$ cat config.mk
export PLATFORM = sky130hd
export DESIGN_NAME = rca_acc64
export DESIGN_NICKNAME = d
export VERILOG_FILES = /design/src/rtl/rca_acc_pkg.sv /design/src/rtl/rca_word_add.sv /design/src/rtl/rca_acc64.sv
export SDC_FILE = /design/constraint.sdc
export NUM_CORES = 1
export LEC_CHECK = 0
export ABC_CLOCK_PERIOD_IN_PS = 19900
export BUFFER_PORTS_ARGS = -buffer_cell sky130_fd_sc_hd__buf_2
export CORE_UTILIZATION = 30
export CTS_BUF_LIST = sky130_fd_sc_hd__clkbuf_2 sky130_fd_sc_hd__clkbuf_4 sky130_fd_sc_hd__clkbuf_8
export DETAILED_ROUTE_END_ITERATION = 8
export SETUP_SLACK_MARGIN = 0.02
export SYNTH_ARGS = -nofsm -noshare
export SYNTH_HDL_FRONTEND = slang
export SYNTH_SLANG_ARGS = --single-unit
$ cat constraint.sdc
create_clock -name clk -period 19.9 [get_ports clk]
set_input_delay 3.98 -clock clk [delete_from_list [all_inputs] [get_ports clk]]
set_output_delay 3.98 -clock clk [all_outputs]
set_load 0.05 [all_outputs]
$ cat src/rtl/rca_acc_pkg.sv
// Shared widths and FSM state encodings for the 64-bit sequential accumulator.
package rca_acc_pkg;

    localparam int unsigned WORD_W = 32;
    localparam int unsigned ACC_W  = 64;

    typedef logic [1:0] state_t;

    localparam state_t StIdle = 2'd0;
    localparam state_t StLo   = 2'd1;
    localparam state_t StHi   = 2'd2;

endpackage

$ cat src/rtl/rca_word_add.sv
// Combinational WORD_W-bit ripple-carry adder shared by both halves of the accumulate.
module rca_word_add
    import rca_acc_pkg::*;
(
    input  logic [WORD_W-1:0] a,
    input  logic [WORD_W-1:0] b,
    input  logic              c_in,
    output logic [WORD_W-1:0] sum,
    output logic              c_out
);

    always_comb begin
        logic [WORD_W:0] c;
        c    = '0;
        sum  = '0;
        c[0] = c_in;
        for (int i = 0; i < WORD_W; i++) begin
            sum[i]   = a[i] ^ b[i] ^ c[i];
            c[i + 1] = (a[i] & b[i]) | (c[i] & (a[i] ^ b[i]));
        end
        c_out = c[WORD_W];
    end

endmodule

$ cat src/rtl/rca_acc64.sv
// 64-bit accumulator built on one 32-bit adder: low word, then high word with carry.
// Define RCA_ACC_SATURATE_EN to clamp acc at all-ones on 64-bit carry-out instead of wrapping.
module rca_acc64
    import rca_acc_pkg::*;
(
    input  logic              clk,
    input  logic              rst,
    input  logic              clear,
    input  logic              in_valid,
    output logic              in_ready,
    input  logic [WORD_W-1:0] in_data,
    output logic [ACC_W-1:0]  acc,
    output logic              acc_valid,
    output logic              overflow
);

    state_t              state_q, state_d;
    logic [WORD_W-1:0]   op_q, op_d;
    logic                carry_q, carry_d;
    logic [ACC_W-1:0]    acc_q, acc_d;
    logic                ovf_q, ovf_d;
    logic                valid_q, valid_d;

    logic [WORD_W-1:0]   add_a, add_b, add_sum;
    logic                add_cin, add_cout;

    // High-word pass adds zero plus the stored low-word carry.
    always_comb begin
        if (state_q == StHi) begin
            add_a   = acc_q[ACC_W-1:WORD_W];
            add_b   = '0;
            add_cin = carry_q;
        end else begin
            add_a   = acc_q[WORD_W-1:0];
            add_b   = op_q;
            add_cin = 1'b0;
        end
    end

    rca_word_add u_word_add (
        .a     (add_a),
        .b     (add_b),
        .c_in  (add_cin),
        .sum   (add_sum),
        .c_out (add_cout)
    );

    always_comb begin
        state_d = state_q;
        op_d    = op_q;
        carry_d = carry_q;
        acc_d   = acc_q;
        ovf_d   = ovf_q;
        valid_d = 1'b0;
        if (clear) begin
            state_d = StIdle;
            op_d    = '0;
            carry_d = 1'b0;
            acc_d   = '0;
            ovf_d   = 1'b0;
        end else begin
            case (state_q)
                StIdle: begin
                    if (in_valid) begin
                        op_d    = in_data;
                        state_d = StLo;
                    end
                end
                StLo: begin
                    acc_d[WORD_W-1:0] = add_sum;
                    carry_d           = add_cout;
                    state_d           = StHi;
                end
                StHi: begin
                    acc_d[ACC_W-1:WORD_W] = add_sum;
                    if (add_cout) begin
                        ovf_d = 1'b1;
`ifdef RCA_ACC_SATURATE_EN
                        acc_d = '1;
`endif
                    end
                    valid_d = 1'b1;
                    state_d = StIdle;
                end
                default: state_d = StIdle;
            endcase
        end
    end

    always_ff @(posedge clk or posedge rst) begin
        if (rst) begin
            state_q <= StIdle;
            op_q    <= '0;
            carry_q <= 1'b0;
            acc_q   <= '0;
            ovf_q   <= 1'b0;
            valid_q <= 1'b0;
        end else begin
            state_q <= state_d;
            op_q    <= op_d;
            carry_q <= carry_d;
            acc_q   <= acc_d;
            ovf_q   <= ovf_d;
            valid_q <= valid_d;
        end
    end

    assign in_ready  = (state_q == StIdle) && !clear;
    assign acc       = acc_q;
    assign acc_valid = valid_q;
    assign overflow  = ovf_q;

endmodule

==> flow_metrics.tcl, run 1 <==
set metrics [dict create \
    path_common_cell "fa_1" \
    place_congestion 0.823 \
    io_pins 103 \
    synth_nets 568 \
    finalSetupViolations 0 \
    crit_path_end_kind "register" \
    synth_top_area_cell "dfrtp_1" \
    fin_worst_skew_ps 7.49 \
    totalWireLength_mm 12.4 \
    place_area_mm2 0.00573 \
    port_buffers 102 \
    area_growth_pct 17.4 \
    clkSlewWorstSetupHoldPaths_ps 100 \
    synth_cells 500 \
    ys_ff_latch 101 \
    cp.required_ps 20110 \
    viasPerCell 4.81 \
    synth_fa_ha_area_share_pct 12.6 \
    initial_core_util_pct 30.7 \
    htreeDepth 3 \
    synth_simple_gate_area_share_pct 15.6 \
    die_width_um 132 \
    status "finished, final reports clean" \
    cts_tree "done" \
    slew_violations 0 \
    fin_area_mm2 0.00595 \
    layout_worst_path_cycle_share_pct 69.3 \
    crit_path_top_delay_cell "dfrtp_1" \
    ir_drop_v 0.0000370 \
    drt-initial-drc-count 240 \
    clock_latency_ps 380 \
    finalHoldViolCount 0 \
    startpoint_type "register" \
    grt_pass1_vias 3946 \
    fin_crit_ps 13790 \
    muxShareOfSynthArea_pct 5.33 \
    num-fill-cells 1682 \
    root_buffer "clkbuf_8" \
    slew_headroom_pct 29.1 \
    placementRows 47 \
    fp.dieH_um 132 \
    drive_above_1_share_pct 22.2 \
    timing.hold.ws_ps 529 \
    wire_per_inst_um 15.4 \
    die_area_mm2 0.0174 \
    postCtsHoldBufs 0 \
    diodes 0 \
    fmax_mhz 72.5 \
    regArea_mm2 0.00253 \
    fin_tns_setup_ps 0 \
    postCtsSetupRepairBufs 0 \
    routed-via-count 3869 \
    hpwl_mm 8.62 \
    rsz0062_at_grt "false" \
    grt_max_degree 102 \
    path_max_fanout 15 \
    clock_sinks 101 \
    cts_inserted_buffers 9 \
    nets 648 \
    drc 0 \
    synth_xor_area_share_pct 0 \
    grt.total_usage_pct 15.3 \
    worstPathArrival_ps 14010 \
    hp-class "register to register" \
    yosysSeqAreaShare_pct 49.9 \
    clk_path_buf_depth 2 \
    postRouteAntennaNets 0 \
    p_leak_uw 0.00260 \
    syn_area_mm2 0.00507 \
    critical_path_class "register to register" \
    synth_cell_types 17 \
    tightest_slew_ps 1060 \
    ctsResizeCount 0 \
    multi_input_area_mm2 0.00235 \
    ys_top_cells_by_area "dfrtp_1 50%, fa_1 13%, nand2_1 9.5%, a211oi_1 8.0%, mux2i_1 5.3%" \
    avgSynthCellArea_um2 10.1 \
    core_mm2 0.0165 \
    grt_pass1_wl_mm 20.8 \
    first_pass_iters 4 \
    slowest_delay_ps 530 \
    cap_viol_max_count 0 \
    synth_top_family_by_area "simple AND/OR/NAND/NOR gates" \
    yosys_warnings 0 \
    antenna_found_initial 0 \
    synth_top_area_share_pct 49.9 \
    grt_overflow 0 \
    synth_compound_area_share_pct 12.3 \
    power_density_mw_per_mm2 76.7 \
]
## layout by cell type (no fill, tap or decap), types with 2 or more instances in the layout
cell type    n
nor2b_4      2
nand2_1    128
clkbuf_8    12
mux2i_1     27
fa_1        32
dfrtp_1    101
buf_4        8
a211oi_1    54
inv_1        2
buf_2      101
nor2_1      57
and2_1       7
a21oi_1     44
## cell type report
cell class	count	share of cell area (%)
Timing Repair Buffer	109	9.51
Sequential cell	101	42.5
Tap cell	220	4.63
Clock inverter	3	0.715
Inverter	3	0.231
Clock buffer	13	2.90
Multi-Input combinational cell	356	39.5
## worst max-delay path: cells and delay by family (launching register included)
| family | cells | cell delay, ps |
|---|---|---|
| buffers and inverters | 2 | 130 |
| adders and majority gates | 32 | 12230 |
| AOI/OAI and AO/OA | 1 | 60 |
| and+or+nand+nor | 3 | 660 |
| DFF | 1 | 530 |
## cells by family after synthesis
logic type | count (synthesis)
muxes | 27
buffers and inverters | 43
and+or+nand+nor | 199
AOI/OAI and AO/OA | 98
adders and majority gates | 32
DFF | 101
## synth_stat cells
cell type	instances
a211oi_1	54
a21oi_1	44
and2_1	7
buf_2	18
buf_4	8
clkbuf_1	14
dfrtp_1	101
fa_1	32
inv_1	3
mux2i_1	27
nand2_1	128
nand2b_1	2
nor2_1	57
nor2b_1	2
nor3_1	1
nor3b_2	1
or3b_1	1
## routing by layer
layer | vias up | global-route usage, % | part of all wire (%)
li1 | 1819 | - | -
met1 | 1939 | 20.2 | 47
met2 | 100 | 24.6 | 47
met3 | 11 | 3.84 | 5.0
met4 | 0 | 4.97 | 1.3
met5 | - | 0 | 0
## final timing paths
check | startpoint | to | slack, ps | depth (start not counted)
max | state_q[0] | acc[31] | 6110 | 38
min | op_q[15] | op_q[15] | 530 | 2
max reg2reg | state_q[0] | acc[31] | 6110 | 38
min reg2reg | op_q[15] | op_q[15] | 530 | 2
max in group asynchronous | rst | acc[15] | 15070 | 3
min in group asynchronous | rst | acc[17] | 3650 | 2
## sequential cells by signal (all words and copies together) (netlist names)
signal     flops
carry_q        1
state_q        2
overflow       1
acc           64
op_q          32
acc_valid      1
## stage by stage
stage	setup slack [ps]	std cells	utilization, %	power [uW]
final	6110	805	36.0	456
after global routing	5480	805	36.0	480
after CTS	6080	805	36.0	462
after detailed placement	6130	789	34.7	320
after global placement	6290	789	34.7	317
after floorplan	6770	500	-	295
## report_power, final
part / internal, uW / leakage [uW] / switching [uW]
logic: 25.8 / 0.00111 / 64.6
registers: 216 / 0.00137 / 8.41
clock network: 69.7 / 0.000109 / 71.6
total: 311 / 0.00260 / 145
Note: power is estimated with default switching activity, not from simulation.
==> run 2: changes to the inputs <==
--- a/config.mk
+++ b/config.mk
@@ -5,7 +5,8 @@
 export SDC_FILE = /design/constraint.sdc
 export NUM_CORES = 1
 export LEC_CHECK = 0
-export ABC_CLOCK_PERIOD_IN_PS = 19900
+export ABC_AREA = 1
+export ABC_CLOCK_PERIOD_IN_PS = 14360
 export BUFFER_PORTS_ARGS = -buffer_cell sky130_fd_sc_hd__buf_2
 export CORE_UTILIZATION = 30
 export CTS_BUF_LIST = sky130_fd_sc_hd__clkbuf_2 sky130_fd_sc_hd__clkbuf_4 sky130_fd_sc_hd__clkbuf_8
==> constraint.sdc (replaced) <==
create_clock -name clk -period 14.36 [get_ports clk]
set_input_delay 2.872 -clock clk [delete_from_list [all_inputs] [get_ports clk]]
set_output_delay 2.872 -clock clk [all_outputs]
set_load 0.05 [all_outputs]
==> flow_metrics.tcl, run 2 <==
set metrics [dict create \
    finalSetupViolations 0 \
    power_uw 574 \
    regArea_mm2 0.00253 \
    startpoint_type "register" \
    largest_register_ffs 64 \
    ys_ff_latch 101 \
    grt_pass1_vias 4046 \
    synth_edf_count 0 \
    synth_cells 650 \
    die_area_mm2 0.0186 \
    core_mm2 0.0175 \
    drive_above_1_share_pct 17.8 \
    multi_input_area_mm2 0.00241 \
    critical_path_class "register to register" \
    cts_inserted_buffers 9 \
    clk_path_buf_depth 2 \
    port_buffers 102 \
    layout_worst_path_cycle_share_pct 94.6 \
    fin_crit_ps 13580 \
    wire_per_inst_um 14.3 \
    viasPerCell 4.51 \
    p_leak_uw 0.00354 \
    final_common_cell "nand2_1" \
    area_growth_pct 14.9 \
    layout_common_cells "236 x nand2_1, 102 x buf_2, 101 x dfrtp_1, 97 x nand3_1, 64 x inv_1" \
    postRouteAntennaNets 0 \
    hpwl_mm 9.54 \
    synth_commonest_cells "237 x nand2_1, 101 x dfrtp_1, 97 x nand3_1" \
    postCtsSetupRepairBufs 0 \
    avgSynthCellArea_um2 8.32 \
    path_common_cell "fa_1" \
    rsz0062_at_grt "false" \
    cts_tree "done" \
    synth_most_common_cell "nand2_1" \
    htreeDepth 3 \
    fin_area_mm2 0.00622 \
    clkSlewWorstSetupHoldPaths_ps 90 \
    clock_sinks 101 \
    ctsResizeCount 0 \
    io_pins 103 \
    crit_path_top_delay_cell "fa_1" \
    slew_headroom_pct 31.1 \
    grt_max_degree 71 \
    synth_cell_types 15 \
    synth_top_area_share_pct 46.7 \
    first_pass_iters 5 \
    crit_path_end_kind "register" \
    yosys_warnings 0 \
    ir_drop_v 0.0000362 \
    tightest_slew_ps 1030 \
    clock_latency_ps 360 \
    fp.dieH_um 136 \
    num-fill-cells 1879 \
    die_width_um 136 \
    status "finished, final reports clean" \
    drc 0 \
    nets 792 \
    fin_tns_setup_ps 0 \
    cp.required_ps 14610 \
    synth_nets 718 \
    grt_pass1_wl_mm 21.9 \
    fin_worst_skew_ps 12.2 \
    hp-class "register to register" \
    synth_top_area_cell "dfrtp_1" \
    routed-via-count 4292 \
    synth_async_sr_flop_share_pct 100 \
    syn_area_mm2 0.00541 \
    dpl_worst_slack_ps 820 \
    yosysSeqAreaShare_pct 46.7 \
    fmax_mhz 73.6 \
    totalWireLength_mm 13.6 \
    worstPathArrival_ps 13830 \
    power_density_mw_per_mm2 92.3 \
    placementRows 48 \
    postCtsHoldBufs 0 \
    root_buffer "clkbuf_8" \
    ys_top_cells_by_area "dfrtp_1 47%, nand2_1 16%, fa_1 12%, nand3_1 9.0%, inv_1 4.5%" \
    timing.hold.ws_ps 504 \
    initial_core_util_pct 30.9 \
    place_area_mm2 0.00604 \
    finalHoldViolCount 0 \
    slowest_delay_ps 480 \
    place_congestion 0.811 \
    cap_viol_max_count 0 \
    slew_violations 0 \
    antenna_found_initial 0 \
    path_max_fanout 23 \
    ys.flop_type "dfrtp_1" \
    drt-initial-drc-count 343 \
    grt_overflow 0 \
    fin_ws_ps 780 \
    grt.total_usage_pct 15.5 \
]
run 2: critical path: cells and delay by family (launching register included):
kind	cells	cell delay (ps)
simple gates	5	450
buf+inv	4	440
flops	1	420
fa+ha+maj	32	12120
run 2: final cells by class:
type | count | area share (%)
multi-input combinational | 436 | 38.8
clock buffer | 10 | 2.11
timing repair buffer | 109 | 9.06
clock inverter | 3 | 0.644
tap | 225 | 4.53
sequential | 101 | 40.7
antenna | 1 | 0.0403
inverter | 67 | 4.13
run 2: report_power, final:
group	internal, uW	switching (uW)	total [uW]
logic	24.9	71.9	96.8
clock network	79.3	93.5	173
registers	295	8.86	304
run 2: cells by family after synthesis:
logic type,Yosys count,synth area share [%]
simple gates,377,30.1
buf+inv,113,8.79
flops,101,46.7
fa+ha+maj,32,11.8
compound gates,27,2.50
run 2: stage by stage:
step	instances	utilization, %
2_1_floorplan	650	-
3_3_place_gp	938	34.6
3_5_place_dp	938	34.6
4_1_cts	951	35.6
5_1_grt	951	35.6
6_report	952	35.6
run 2: path summary, 6_finish.rpt:
kind / startpoint / to / slack (ps) / cells after the start
max in group asynchronous: rst / acc[60] / 10660 / 3
worst max-delay path: state_q[0] / acc[31] / 780 / 41
worst min-delay path: op_q[17] / op_q[17] / 500 / 2
worst max register to register: state_q[0] / acc[31] / 780 / 41
min in group asynchronous: rst / acc[21] / 2550 / 2
worst min register to register: op_q[17] / op_q[17] / 500 / 2
run 2: per-layer routing:
| metal | global-route usage, % | vias up | part of all wire (%) |
|---|---|---|---|
| li1 | - | 2195 | - |
| met1 | 23.7 | 1989 | 50 |
| met2 | 21.0 | 93 | 42 |
| met3 | 3.02 | 15 | 5.9 |
| met4 | 6.48 | 0 | 2.2 |
| met5 | 0 | - | 0 |
